--- src/rtl/riscv_arb_pkg.sv ---
// Shared types and widths for the instruction/data memory port arbiter.
package riscv_arb_pkg;

  typedef enum logic [1:0] {
    IDLE,
    BUSY_I,
    BUSY_D,
    RESP
  } arb_state_t;

  // Wide enough for DATA_STREAK_MAX up to 15 and TIMEOUT up to 255.
  localparam int STREAK_W = 4;
  localparam int TIMER_W  = 8;

endpackage

--- src/rtl/mem_port_arbiter_if.sv ---
// Requester and memory-side bus of the arbiter; slave is the arbiter's view.
interface mem_port_arbiter_if #(
  parameter int ADDR_W = 32,
  parameter int DATA_W = 32
);
  logic              if_req;
  logic [ADDR_W-1:0] if_addr;
  logic              if_ready;
  logic [DATA_W-1:0] if_rdata;

  logic              d_req;
  logic              d_we;
  logic [ADDR_W-1:0] d_addr;
  logic [DATA_W-1:0] d_wdata;
  logic              d_ready;
  logic [DATA_W-1:0] d_rdata;

  logic              err;

  logic              mem_valid;
  logic              mem_we;
  logic [ADDR_W-1:0] mem_addr;
  logic [DATA_W-1:0] mem_wdata;
  logic              mem_ready;
  logic [DATA_W-1:0] mem_rdata;

  modport slave (
    input  if_req, if_addr, d_req, d_we, d_addr, d_wdata, mem_ready, mem_rdata,
    output if_ready, if_rdata, d_ready, d_rdata, err,
           mem_valid, mem_we, mem_addr, mem_wdata
  );

  modport master (
    output if_req, if_addr, d_req, d_we, d_addr, d_wdata, mem_ready, mem_rdata,
    input  if_ready, if_rdata, d_ready, d_rdata, err,
           mem_valid, mem_we, mem_addr, mem_wdata
  );
endinterface

--- src/rtl/arb_watchdog.sv ---
// Busy-cycle counter; expired flags the last cycle allowed before a timeout.
module arb_watchdog
  import riscv_arb_pkg::*;
#(
  parameter int TIMEOUT = 64
) (
  input  logic clk,
  input  logic reset,
  input  logic clear,
  input  logic enable,
  output logic expired
);
  logic [TIMER_W-1:0] count_reg;

  always_ff @(posedge clk) begin
    if (!reset) begin
      count_reg <= '0;
    end else if (clear) begin
      count_reg <= '0;
    end else if (enable) begin
      count_reg <= count_reg + 1'b1;
    end
  end

  assign expired = enable && (count_reg == TIMER_W'(TIMEOUT - 1));
endmodule

--- src/rtl/mem_port_arbiter.sv ---
// Shares one variable-latency memory port between fetch and data requesters,
// data first with a bounded streak, registered responses and a hang watchdog.
module mem_port_arbiter
  import riscv_arb_pkg::*;
#(
  parameter int ADDR_W          = 32,
  parameter int DATA_W          = 32,
  parameter int DATA_STREAK_MAX = 4,
  parameter int TIMEOUT         = 64
) (
  input  logic                clk,
  input  logic                reset,
  mem_port_arbiter_if.slave   bus,
  output logic                busy
);
  arb_state_t          state_reg, state_next;
  logic [STREAK_W-1:0] streak_reg, streak_next;
  logic                mem_we_reg, mem_we_next;
  logic [ADDR_W-1:0]   mem_addr_reg, mem_addr_next;
  logic [DATA_W-1:0]   mem_wdata_reg, mem_wdata_next;
  logic                resp_d_reg, resp_d_next;
  logic                err_reg, err_next;
  logic [DATA_W-1:0]   if_rdata_reg, if_rdata_next;
  logic [DATA_W-1:0]   d_rdata_reg, d_rdata_next;
  logic [DATA_W-1:0]   resp_data;
  logic                in_busy;
  logic                expired;

  assign in_busy = (state_reg == BUSY_I) || (state_reg == BUSY_D);

  arb_watchdog #(.TIMEOUT(TIMEOUT)) u_watchdog (
    .clk     (clk),
    .reset   (reset),
    .clear   (!in_busy || bus.mem_ready || expired),
    .enable  (in_busy),
    .expired (expired)
  );

  always_comb begin
    state_next     = state_reg;
    streak_next    = streak_reg;
    mem_we_next    = mem_we_reg;
    mem_addr_next  = mem_addr_reg;
    mem_wdata_next = mem_wdata_reg;
    resp_d_next    = resp_d_reg;
    err_next       = err_reg;
    if_rdata_next  = if_rdata_reg;
    d_rdata_next   = d_rdata_reg;
    resp_data      = '0;
    case (state_reg)
      IDLE: begin
        // A full streak with a waiting fetch hands this slot to the fetch.
        if (bus.d_req && !(bus.if_req && streak_reg == STREAK_W'(DATA_STREAK_MAX))) begin
          state_next     = BUSY_D;
          mem_we_next    = bus.d_we;
          mem_addr_next  = bus.d_addr;
          mem_wdata_next = bus.d_wdata;
          streak_next    = bus.if_req ? streak_reg + 1'b1 : '0;
        end else if (bus.if_req) begin
          state_next    = BUSY_I;
          mem_we_next   = 1'b0;
          mem_addr_next = bus.if_addr;
          streak_next   = '0;
        end
      end
      BUSY_I, BUSY_D: begin
        if (bus.mem_ready || expired) begin
          state_next  = RESP;
          resp_d_next = (state_reg == BUSY_D);
          err_next    = !bus.mem_ready;
          if (bus.mem_ready && !mem_we_reg) begin
            resp_data = bus.mem_rdata;
          end
          if (state_reg == BUSY_D) begin
            d_rdata_next = resp_data;
          end else begin
            if_rdata_next = resp_data;
          end
        end
      end
      RESP:    state_next = IDLE;
      default: state_next = IDLE;
    endcase
  end

  always_ff @(posedge clk) begin
    if (!reset) begin
      state_reg     <= IDLE;
      streak_reg    <= '0;
      mem_we_reg    <= 1'b0;
      mem_addr_reg  <= '0;
      mem_wdata_reg <= '0;
      resp_d_reg    <= 1'b0;
      err_reg       <= 1'b0;
      if_rdata_reg  <= '0;
      d_rdata_reg   <= '0;
    end else begin
      state_reg     <= state_next;
      streak_reg    <= streak_next;
      mem_we_reg    <= mem_we_next;
      mem_addr_reg  <= mem_addr_next;
      mem_wdata_reg <= mem_wdata_next;
      resp_d_reg    <= resp_d_next;
      err_reg       <= err_next;
      if_rdata_reg  <= if_rdata_next;
      d_rdata_reg   <= d_rdata_next;
    end
  end

  assign bus.mem_valid = in_busy;
  assign bus.mem_we    = mem_we_reg;
  assign bus.mem_addr  = mem_addr_reg;
  assign bus.mem_wdata = mem_wdata_reg;
  assign bus.if_ready  = (state_reg == RESP) && !resp_d_reg;
  assign bus.d_ready   = (state_reg == RESP) && resp_d_reg;
  assign bus.err       = (state_reg == RESP) && err_reg;
  assign bus.if_rdata  = if_rdata_reg;
  assign bus.d_rdata   = d_rdata_reg;
  assign busy          = (state_reg != IDLE);
endmodule

--- src/flat_wrapper.sv ---
// flat-port wrapper written by rule: the top's interface ports become plain ports
module mem_port_arbiter_flat import riscv_arb_pkg::*;
#(
  parameter int ADDR_W          = 32,
  parameter int DATA_W          = 32,
  parameter int DATA_STREAK_MAX = 4,
  parameter int TIMEOUT         = 64
)
  (clk, reset, busy, bus_if_req, bus_if_addr, bus_d_req, bus_d_we, bus_d_addr, bus_d_wdata, bus_mem_ready, bus_mem_rdata, bus_if_ready, bus_if_rdata, bus_d_ready, bus_d_rdata, bus_err, bus_mem_valid, bus_mem_we, bus_mem_addr, bus_mem_wdata);
  mem_port_arbiter_if #(.ADDR_W(ADDR_W), .DATA_W(DATA_W)) bus_i ();
  input  logic clk;
  input  logic reset;
  output logic busy;
  input wire logic [$bits(bus_i.if_req)-1:0] bus_if_req;
  input wire logic [$bits(bus_i.if_addr)-1:0] bus_if_addr;
  input wire logic [$bits(bus_i.d_req)-1:0] bus_d_req;
  input wire logic [$bits(bus_i.d_we)-1:0] bus_d_we;
  input wire logic [$bits(bus_i.d_addr)-1:0] bus_d_addr;
  input wire logic [$bits(bus_i.d_wdata)-1:0] bus_d_wdata;
  input wire logic [$bits(bus_i.mem_ready)-1:0] bus_mem_ready;
  input wire logic [$bits(bus_i.mem_rdata)-1:0] bus_mem_rdata;
  output wire logic [$bits(bus_i.if_ready)-1:0] bus_if_ready;
  output wire logic [$bits(bus_i.if_rdata)-1:0] bus_if_rdata;
  output wire logic [$bits(bus_i.d_ready)-1:0] bus_d_ready;
  output wire logic [$bits(bus_i.d_rdata)-1:0] bus_d_rdata;
  output wire logic [$bits(bus_i.err)-1:0] bus_err;
  output wire logic [$bits(bus_i.mem_valid)-1:0] bus_mem_valid;
  output wire logic [$bits(bus_i.mem_we)-1:0] bus_mem_we;
  output wire logic [$bits(bus_i.mem_addr)-1:0] bus_mem_addr;
  output wire logic [$bits(bus_i.mem_wdata)-1:0] bus_mem_wdata;
  assign bus_i.if_req = bus_if_req;
  assign bus_i.if_addr = bus_if_addr;
  assign bus_i.d_req = bus_d_req;
  assign bus_i.d_we = bus_d_we;
  assign bus_i.d_addr = bus_d_addr;
  assign bus_i.d_wdata = bus_d_wdata;
  assign bus_i.mem_ready = bus_mem_ready;
  assign bus_i.mem_rdata = bus_mem_rdata;
  assign bus_if_ready = bus_i.if_ready;
  assign bus_if_rdata = bus_i.if_rdata;
  assign bus_d_ready = bus_i.d_ready;
  assign bus_d_rdata = bus_i.d_rdata;
  assign bus_err = bus_i.err;
  assign bus_mem_valid = bus_i.mem_valid;
  assign bus_mem_we = bus_i.mem_we;
  assign bus_mem_addr = bus_i.mem_addr;
  assign bus_mem_wdata = bus_i.mem_wdata;
  mem_port_arbiter #(.ADDR_W(ADDR_W), .DATA_W(DATA_W), .DATA_STREAK_MAX(DATA_STREAK_MAX), .TIMEOUT(TIMEOUT)) u_core (.clk(clk), .reset(reset), .bus(bus_i), .busy(busy));
endmodule
--- config.mk ---
export PLATFORM = sky130hd
export DESIGN_NAME = mem_port_arbiter_flat
export DESIGN_NICKNAME = d
export VERILOG_FILES = /design/src/rtl/riscv_arb_pkg.sv /design/src/rtl/mem_port_arbiter_if.sv /design/src/rtl/arb_watchdog.sv /design/src/rtl/mem_port_arbiter.sv /design/src/flat_wrapper.sv
export SDC_FILE = /design/constraint.sdc
export NUM_CORES = 1
export LEC_CHECK = 0
export BUFFER_PORTS_ARGS = -buffer_cell sky130_fd_sc_hd__buf_2
export CAP_MARGIN = 20
export CORE_MARGIN = 1
export CORE_UTILIZATION = 30
export CTS_BUF_LIST = sky130_fd_sc_hd__clkbuf_8
export DETAILED_ROUTE_END_ITERATION = 10
export PLACE_DENSITY = 0.6
export SYNTH_ARGS = -nofsm -noshare
export SYNTH_HDL_FRONTEND = slang
export SYNTH_SLANG_ARGS = --single-unit
--- constraint.sdc ---
create_clock -name clk -period 4.45 [get_ports clk]
set_clock_uncertainty 0.15 [all_clocks]
set_input_delay 0.445 -clock clk [delete_from_list [all_inputs] [get_ports clk]]
set_output_delay 0.445 -clock clk [all_outputs]
set_load 0.03 [all_outputs]
==> run_results.csv, run 1 <==
group,metric,value,unit
yosys,synth_flop_cell,"dfxtp_1",
yosys,synth_seq_cells,145,
yosys,yosysTopAreaCellShare,0.539,
global_routing,grt_max_degree,68,
clocking,cts.sinks,145,
drt,dr.pass1.iters,4,
cells_and_area,fill_cells,1758,
placed_design,dpl.hpwl,10.6,mm
global_routing,overflow,0,
floorplanning,floorplan.initialDensity,0.309,
cells_and_area,area_growth,34.0,%
yosys,ys_types,43,
drt,vias,4967,
sta,worstMarginPinSlew,949,ps
global_routing,grt_pass1_vias,4506,
yosys,synthTopCellsByArea,"dfxtp_1 (54%), a22o_1 (10%), nand2_1 (9.6%)",
sta,period_share,0.573,
sta,setup_ws,1900,ps
power,pwr-share-comb,0.340,
floorplanning,rows,48,
yosys,synth_cells,568,
power,p_switching,1630,uW
setup_path,critPathKind,"flip-flop to flip-flop",
yosys,yosysMostFrequentCell,"dfxtp_1",
cells_and_area,multiInputGateArea,0.00217,mm^2
power,p_sw_frac,0.399,
yosys,yosysWarnings,0,
power,p_int,2460,uW
sta,drv_slew,0,
yosys,synthArstFlopShare,0,
drt,viasPerCell,4.69,
yosys,syn_avg_cell_area,9.48,um^2
sta,finalHoldViolations,0,
drt,wl_per_cell,14.3,um
yosys,yosysSeqAreaShare,0.539,
power,p_per_area,567,mW/mm^2
clocking,cts_tree,"built",
floorplanning,die_x,136,um
sta,fmax,0.392,GHz
clocking,htreeDepth,4,
sta,setup_viol,0,
cells_and_area,drive_gt1_frac,0.386,
yosys,synth_area,0.00538,mm^2
sta,min_period,2550,ps
hold_path,worstHoldPathType,"input pin to flip-flop",
power,power_frac_seq,0.399,
yosys,synth_top_area_cell,"dfxtp_1",
status,status,"complete, no violations",
setup_path,required,4680,ps
placed_design,portBuffers,267,
clocking,path_clk_slew,90,ps
drt,wl,15.2,mm
sta,slew_headroom,0.367,
setup_path,start_kind,"flip-flop",
drt,drt_iter0_markers,224,
drt,drc,0,
drt,ant_nets,0,
clocking,hold_buffers,0,
floorplanning,core,0.0174,mm^2
yosys,synth_nets,709,
setup_path,cp_max_fo,32,
yosys,synth_commonest_cells,"dfxtp_1 (145), nand2_1 (137), a22o_1 (62)",
flow_run,maxCapViolCount,0,
power,clkPwrFrac,0.261,
sta,rsz0062_at_grt,"false",
global_routing,grt_pass1_wl,22.9,mm
clocking,postCtsResizedCells,0,
clocking,cts_buffers,17,
global_routing,track_usage,0.159,
clocking,clock-root-buffer,"clkbuf_8",
clocking,clk_latency,430,ps
power,power.leakage,0.00344,uW
floorplanning,die-area,0.0185,mm^2
yosys,synth-edff-count,0,
cells_and_area,fin_nets,960,
setup_path,end_kind,"flip-flop",
clocking,cts_buffer_depth,2,
sta,timing.hold.ws,89.0,ps
floorplanning,die_y,136,um
floorplanning,io_pins,268,
global_routing,antenna_found_initial,1,
placed_design,routabilityCongestion,0.736,
sta,tns,0,ps
power,ir_worst_vdd,0.000267,V
setup_path,crit_arrival,2780,ps
clocking,post_cts.repair.setup_buffers,0,
cells_and_area,ff_latch_area,0.00290,mm^2
placed_design,place_ws,1900,ps
[final cells by class]
type / instances / share of cell area
flip-flops and latches: 145 / 0.402
multi-input cells: 370 / 0.301
repair buffers: 276 / 0.197
well taps: 225 / 0.0390
clock buffers: 18 / 0.0343
clock inverters: 14 / 0.0210
inverters: 9 / 0.00468
diodes: 1 / 0.000347
[logic make-up after synthesis]
| kind of cell | count (synthesis) | share of synthesized area |
|---|---|---|
| XOR/XNOR | 6 | 0.00976 |
| AND/OR/NAND/NOR | 175 | 0.139 |
| adder cells (fa/ha/maj) | 7 | 0.0163 |
| AO/OA/AOI/OAI | 182 | 0.238 |
| flip-flops | 145 | 0.539 |
| buffers and inverters | 53 | 0.0586 |
[metal layers]
metal  up-vias  track usage  part of all wire
li1       2498            -                 -
met1      2234        0.196              0.45
met2       227        0.256              0.45
met3         8       0.0593             0.091
met4         0       0.0488             0.011
met5         -            0                 0
[metrics by stage]
stage                util  power (uW)  cell area (um^2)  std cells
floorplan               -        2650              5380        568
global placement    0.389        3030              6780       1023
detailed placement  0.390        3030              6790       1024
CTS                 0.413        4120              7190       1056
global route        0.414        4340              7210       1057
finish              0.414        4090              7210       1058
[power by group through the flow]
stage,Combinational [uW],Clock (uW),Sequential (uW)
floorplan,590,0,2060
global placement,1380,0,1650
detailed placement,1380,0,1650
CTS,1380,1110,1630
global route,1510,1170,1660
finish,1390,1070,1630
[final timing paths]
path	slack, ps	start	cells past startpoint	to
max reg2reg	1900	u_core.state_reg[0]	6	u_core.bus.d_rdata[0]
min reg2reg	300	u_core.u_watchdog.count_reg[0]	1	u_core.u_watchdog.count_reg[0]
min	90	bus_d_wdata[7]	3	u_core.bus.mem_wdata[7]
max	1900	u_core.state_reg[0]	6	u_core.bus.d_rdata[0]
[cells in the final DEF (no fill, tap or decap), types with 3 or more instances in the layout]
cell type   synthesis  layout
a21oi_1            37      37
a22o_1             62      62
a311oi_1            3       3
a31oi_1            32      32
and2_1              3       3
and3_1              3       3
buf_2              19     267
buf_4               0       7
clkbuf_8            4      18
clkinvlp_4          0       3
dfxtp_1           145     145
ha_1                7       7
inv_1               7       8
inv_6               0       5
nand2_1           137     137
nand3_1             3       3
nor2_1             17      16
nor2b_1             3       3
o21ai_0            33      33
xor2_1              4       4
[critical path, cell delays in order, from the launching register on]
cell      delay, ps
dfxtp_1         370
inv_1            90
ha_1            520
nand4_4         200
o21bai_4        110
a31oi_4         790
a22o_2          260
Note: power is estimated with default switching activity, not from simulation.
==> run 2, diff against run 1 <==
--- a/config.mk
+++ b/config.mk
@@ -5,13 +5,14 @@
 export SDC_FILE = /design/constraint.sdc
 export NUM_CORES = 1
 export LEC_CHECK = 0
+export ABC_AREA = 1
 export BUFFER_PORTS_ARGS = -buffer_cell sky130_fd_sc_hd__buf_2
 export CAP_MARGIN = 20
 export CORE_MARGIN = 1
 export CORE_UTILIZATION = 30
 export CTS_BUF_LIST = sky130_fd_sc_hd__clkbuf_8
 export DETAILED_ROUTE_END_ITERATION = 10
-export PLACE_DENSITY = 0.6
+export PLACE_DENSITY = 0.59
 export SYNTH_ARGS = -nofsm -noshare
 export SYNTH_HDL_FRONTEND = slang
 export SYNTH_SLANG_ARGS = --single-unit
==> constraint.sdc (replaced) <==
create_clock -name clk -period 2.4 [get_ports clk]
set_clock_uncertainty 0.15 [all_clocks]
set_input_delay 0.24 -clock clk [delete_from_list [all_inputs] [get_ports clk]]
set_output_delay 0.24 -clock clk [all_outputs]
set_load 0.03 [all_outputs]
==> run_results.csv, run 2 <==
group,metric,value,unit
cells_and_area,area_growth,54.0,%
floorplanning,die_x,145,um
clocking,clk_latency,440,ps
global_routing,grt_pass1_wl,33.1,mm
sta,period_share,0.899,
sta,fmax,0.464,GHz
setup_path,start_kind,"flip-flop",
yosys,synthArstFlopShare,0,
global_routing,grt_pass1_vias,6666,
setup_path,crit_arrival,2390,ps
yosys,synth_commonest_cells,"nor2_1 (215), nand2_1 (153), dfxtp_1 (145)",
drt,wl_per_cell,13.3,um
setup_path,crit_end,"u_core.bus.if_rdata[16]",
global_routing,antenna_found_initial,0,
clocking,cts_tree,"built",
drt,vias,6837,
clocking,cts.sinks,145,
yosys,yosysWarnings,0,
setup_path,rr_endpoint,"u_core.bus.if_rdata[16]",
cells_and_area,fin_nets,1402,
yosys,synth_area,0.00616,mm^2
yosys,ys_types,26,
setup_path,end_kind,"flip-flop",
placed_design,portBuffers,267,
yosys,synth_nets,1024,
floorplanning,die_y,145,um
flow_run,maxCapViolCount,0,
cells_and_area,final_cell_mix,"buf_2 (266), nor2_1 (214), nand2_1 (153)",
yosys,syn_avg_cell_area,6.97,um^2
global_routing,track_usage,0.194,
floorplanning,rows,52,
drt,wl,20.6,mm
status,status,"complete, no violations",
drt,ant_nets,0,
clocking,cts_buffer_depth,2,
power,p_total,9680,uW
placed_design,dpl.hpwl,12.8,mm
setup_path,rrSetupSlack,240,ps
setup_path,r2r-start,"u_core.state_reg[0]",
yosys,synthTopCellsByArea,"dfxtp_1 (47%), nor2_1 (13%), nand2_1 (9.3%)",
drt,drt_iter0_markers,336,
setup_path,cp_common_cell,"nor2_1",
yosys,synth_seq_cells,145,
power,ir_worst_vdd,0.000493,V
setup_path,crit_slowest_cell,"dfxtp_1",
sta,tns,0,ps
cells_and_area,drive_gt1_frac,0.257,
yosys,synth-edff-count,0,
setup_path,max_stage_delay,360,ps
yosys,yosysTopAreaCellShare,0.472,
yosys,yosysMostFrequentCell,"nor2_1",
sta,min_period,2160,ps
sta,drv_slew,0,
power,power.leakage,0.00520,uW
clocking,path_clk_slew,90,ps
yosys,synth_flop_cell,"dfxtp_1",
setup_path,worst_r2r_path_depth,11,
sta,slew_headroom,0.669,
placed_design,routabilityCongestion,0.765,
clocking,htreeDepth,4,
yosys,synth_cells,883,
yosys,synth_top_area_cell,"dfxtp_1",
cells_and_area,fill_cells,1980,
setup_path,required,2630,ps
global_routing,grt_max_degree,53,
cells_and_area,insertedDiodeCount,0,
drt,drc,0,
floorplanning,io_pins,268,
yosys,yosysSeqAreaShare,0.472,
sta,worstMarginPinSlew,496,ps
setup_path,crit_chain,"inv_1, ha_1, nand2_1, nor2_4, nand3_2, nand2_4, nand2_2, inv_2, buf_12, nor2_1, nor2_1",
floorplanning,core,0.0202,mm^2
setup_path,critPathKind,"flip-flop to flip-flop",
clocking,clock-root-buffer,"clkbuf_8",
clocking,cts_buffers,17,
sta,setup_viol,0,
floorplanning,die-area,0.0211,mm^2
power,p_per_area,1020,mW/mm^2
sta,finalHoldViolations,0,
drt,dr.pass1.iters,4,
setup_path,crit_start,"u_core.state_reg[0]",
setup_path,cp_max_fo,18,
global_routing,overflow,0,
drt,viasPerCell,4.43,
sta,rsz0062_at_grt,"false",
floorplanning,floorplan.initialDensity,0.305,
cells_and_area,final_common_cell,"buf_2",
hold_path,worstHoldPathType,"input pin to flip-flop",
-- run 2: layout make-up --
class,instances,area (um^2),area share
Tap cell,270,338,0.0356
Inverter,120,450,0.0475
Sequential cell,145,2900,0.306
Clock inverter,15,206,0.0218
Multi-Input combinational cell,570,2600,0.274
Timing Repair Buffer,407,2750,0.290
Clock buffer,17,234,0.0247
-- run 2: worst max-delay path: cells and delay by family (launching register included) --
| kind | cells | cell delay [ps] |
|---|---|---|
| adders and majority gates | 1 | 300 |
| buffers and inverters | 3 | 580 |
| and+or+nand+nor | 7 | 700 |
| DFF | 1 | 360 |
-- run 2: cells by family after synthesis --
family	synth area share
xor gates and xnor gates	0.00711
buffers and inverters	0.109
adders and majority gates	0.0142
DFF	0.472
and+or+nand+nor	0.247
AOI/OAI and AO/OA	0.151
-- run 2: repair_timing --
item / in CTS / in global routing
setup endpoints to repair: 0 / 4
setup buffers: 0 / 0
endpoints found under the hold margin: 100 / 0
resized for setup: 0 / 0
hold buffers: 123 / 0
-- run 2: where the power goes --
part           total [uW]  internal [uW]  switching (uW)
clock                2180           1150            1030
sequential           3270           2980             294
combinational        4220           1340            2880
total                9680           5470            4210
-- run 2: worst min-delay path by stage --
stage	startpoint	to	slack, ps	cells after the start
3_3_place_gp	u_core.u_watchdog.count_reg[0]	u_core.u_watchdog.count_reg[0]	290	1
2_1_floorplan	bus_d_wdata[0]	u_core.bus.mem_wdata[0]	220	2
4_1_cts	bus_if_addr[6]	u_core.bus.mem_addr[6]	2	4
5_1_grt	bus_if_addr[6]	u_core.bus.mem_addr[6]	3	4
6_report	bus_mem_rdata[1]	u_core.bus.d_rdata[1]	30	5
3_5_place_dp	u_core.err_reg	u_core.err_reg	290	2
-- run 2: per-stage QoR --
step	util	cell area (um^2)	setup WS [ps]	hold slack (ps)	instances
finish	0.470	9480	243	31.1	1544
detailed placement	0.387	7800	222	292	1388
global route	0.470	9480	36.0	3.44	1544
floorplan	-	6160	312	225	883
global placement	0.387	7800	292	285	1388
CTS	0.469	9470	208	2.49	1543
-- run 2: routing by layer --
metal	global-route usage	vias to the layer above	routed length (um)
li1	-	3467	-
met2	0.325	264	9540
met3	0.0491	23	1520
met4	0.0595	0	261
met5	0	-	0
met1	0.243	3083	9230
==> run 3, diff against run 2 <==
--- a/config.mk
+++ b/config.mk
@@ -8,11 +8,13 @@
 export ABC_AREA = 1
 export BUFFER_PORTS_ARGS = -buffer_cell sky130_fd_sc_hd__buf_2
 export CAP_MARGIN = 20
+export CELL_PAD_IN_SITES_DETAIL_PLACEMENT = 1
+export CELL_PAD_IN_SITES_GLOBAL_PLACEMENT = 1
 export CORE_MARGIN = 1
 export CORE_UTILIZATION = 30
 export CTS_BUF_LIST = sky130_fd_sc_hd__clkbuf_8
 export DETAILED_ROUTE_END_ITERATION = 10
-export PLACE_DENSITY = 0.59
+export PLACE_DENSITY = 0.79
 export SYNTH_ARGS = -nofsm -noshare
 export SYNTH_HDL_FRONTEND = slang
 export SYNTH_SLANG_ARGS = --single-unit
==> run_results.csv, run 3 (synthesized netlist as in run 2, its figures left out) <==
group,metric,value,unit
drt,viasPerCell,4.63,
global_routing,grt_pass1_vias,7529,
flow_run,maxCapViolCount,0,
cells_and_area,insertedDiodeCount,0,
sta,min_period,2250,ps
floorplanning,core,0.0202,mm^2
power,p_switching,4410,uW
clocking,path_clk_slew,80,ps
power,p_sw_frac,0.446,
global_routing,track_usage,0.236,
power,ir_worst_vdd,0.000461,V
power,clkPwrFrac,0.219,
hold_path,worstHoldPathType,"input pin to flip-flop",
power,pwr-share-comb,0.447,
clocking,cts_buffers,17,
status,status,"complete, no violations",
setup_path,crit_start,"u_core.state_reg[0]",
setup_path,rr_endpoint,"u_core.bus.mem_addr[9]",
floorplanning,die_y,145,um
setup_path,r2r-start,"u_core.state_reg[0]",
floorplanning,die-area,0.0211,mm^2
power,power.leakage,0.00520,uW
cells_and_area,drive_gt1_frac,0.256,
drt,drt_iter0_markers,258,
setup_path,crit_arrival,2440,ps
global_routing,grt_pass1_wl,39.5,mm
floorplanning,floorplan.initialDensity,0.305,
global_routing,antenna_found_initial,0,
global_routing,overflow,0,
sta,drv_slew,0,
drt,wl_per_cell,16.2,um
sta,rsz0062_at_grt,"false",
floorplanning,rows,52,
placed_design,dpl.hpwl,14.8,mm
cells_and_area,post-route-util,0.470,
setup_path,required,2590,ps
power,power_frac_seq,0.334,
power,p_int,5470,uW
setup_path,crit_end,"u_core.bus.mem_addr[9]",
cells_and_area,final_cell_mix,"buf_2 (266), nor2_1 (214), nand2_1 (153)",
setup_path,critPathKind,"flip-flop to flip-flop",
sta,setup_viol,0,
cells_and_area,fin_nets,1400,
power,p_per_area,1040,mW/mm^2
cells_and_area,final_common_cell,"buf_2",
clocking,cts.sinks,145,
clocking,clock-root-buffer,"clkbuf_8",
sta,finalHoldViolations,0,
sta,period_share,0.938,
floorplanning,io_pins,268,
clocking,htreeDepth,4,
setup_path,start_kind,"flip-flop",
clocking,clk_latency,440,ps
setup_path,rrSetupSlack,150,ps
drt,ant_nets,0,
setup_path,end_kind,"flip-flop",
drt,vias,7145,
placed_design,routabilityCongestion,0.800,
cells_and_area,area_growth,54.1,%
setup_path,cp_max_fo,32,
global_routing,grt_max_degree,58,
sta,slew_headroom,0.640,
setup_path,worst_r2r_path_depth,7,
sta,fmax,0.444,GHz
drt,wl,25.0,mm
hold_path,hold_start,"bus_mem_rdata[11]",
drt,drc,0,
placed_design,portBuffers,267,
drt,dr.pass1.iters,4,
clocking,cts_tree,"built",
sta,tns,0,ps
floorplanning,die_x,145,um
sta,worstMarginPinSlew,538,ps
clocking,cts_buffer_depth,2,
[run 3: layout make-up]
type                    count  area [um^2]
well taps                 270          338
clock inverters            14          190
repair buffers            405         2750
clock buffers              18          248
flip-flops and latches    145         2900
inverters                 120          454
fillers                  2591        10700
multi-input cells         570         2600
[run 3: worst min-delay path by stage]
stage | cells after the start | to
final | 5 | u_core.bus.d_rdata[11]
after CTS | 5 | u_core.bus.d_rdata[25]
after global routing | 5 | u_core.bus.d_rdata[10]
after global placement | 1 | u_core.u_watchdog.count_reg[0]
after floorplan | 2 | u_core.bus.mem_wdata[0]
after detailed placement | 2 | u_core.err_reg
[run 3: layer usage]
metal | vias to the layer above | track usage | wire length, um
met4 | 0 | 0.0811 | 507
li1 | 3456 | - | -
met5 | - | 0 | 0
met3 | 43 | 0.0648 | 1480
met1 | 3377 | 0.278 | 10800
met2 | 269 | 0.411 | 12200
[run 3: what timing repair did]
action / in CTS / in global routing
hold buffers: 122 / 0
resized for setup: 0 / 4
endpoints found under the setup margin: 0 / 12
hold endpoints to repair: 95 / 0
setup buffers: 0 / 0
[run 3: critical path, stage by stage, from the launching register on]
cell and delay [ps]:
dfxtp_1 370, inv_1 90, ha_1 270, o21ai_2 120, clkinvlp_4 490, o21ai_0 490, a21o_1 140, inv_1 40
[run 3: through the flow]
stage	setup slack (ps)	std cells	power (uW)	instance area, um^2	hold slack [ps]
after floorplan	312	883	6060	6160	225
after global placement	320	1387	7260	7800	283
after detailed placement	186	1387	7380	7800	311
after CTS	168	1541	9750	9460	0.986
after global routing	4.04	1542	10400	9490	10.7
final	150	1542	9880	9490	37.6
[run 3: power groups by stage]
stage	logic [uW]	clock network, uW	registers [uW]
after floorplan	1740	0	4320
after global routing	4780	2310	3360
after CTS	4240	2240	3270
after global placement	3970	0	3290
final	4410	2170	3300
after detailed placement	4070	0	3310
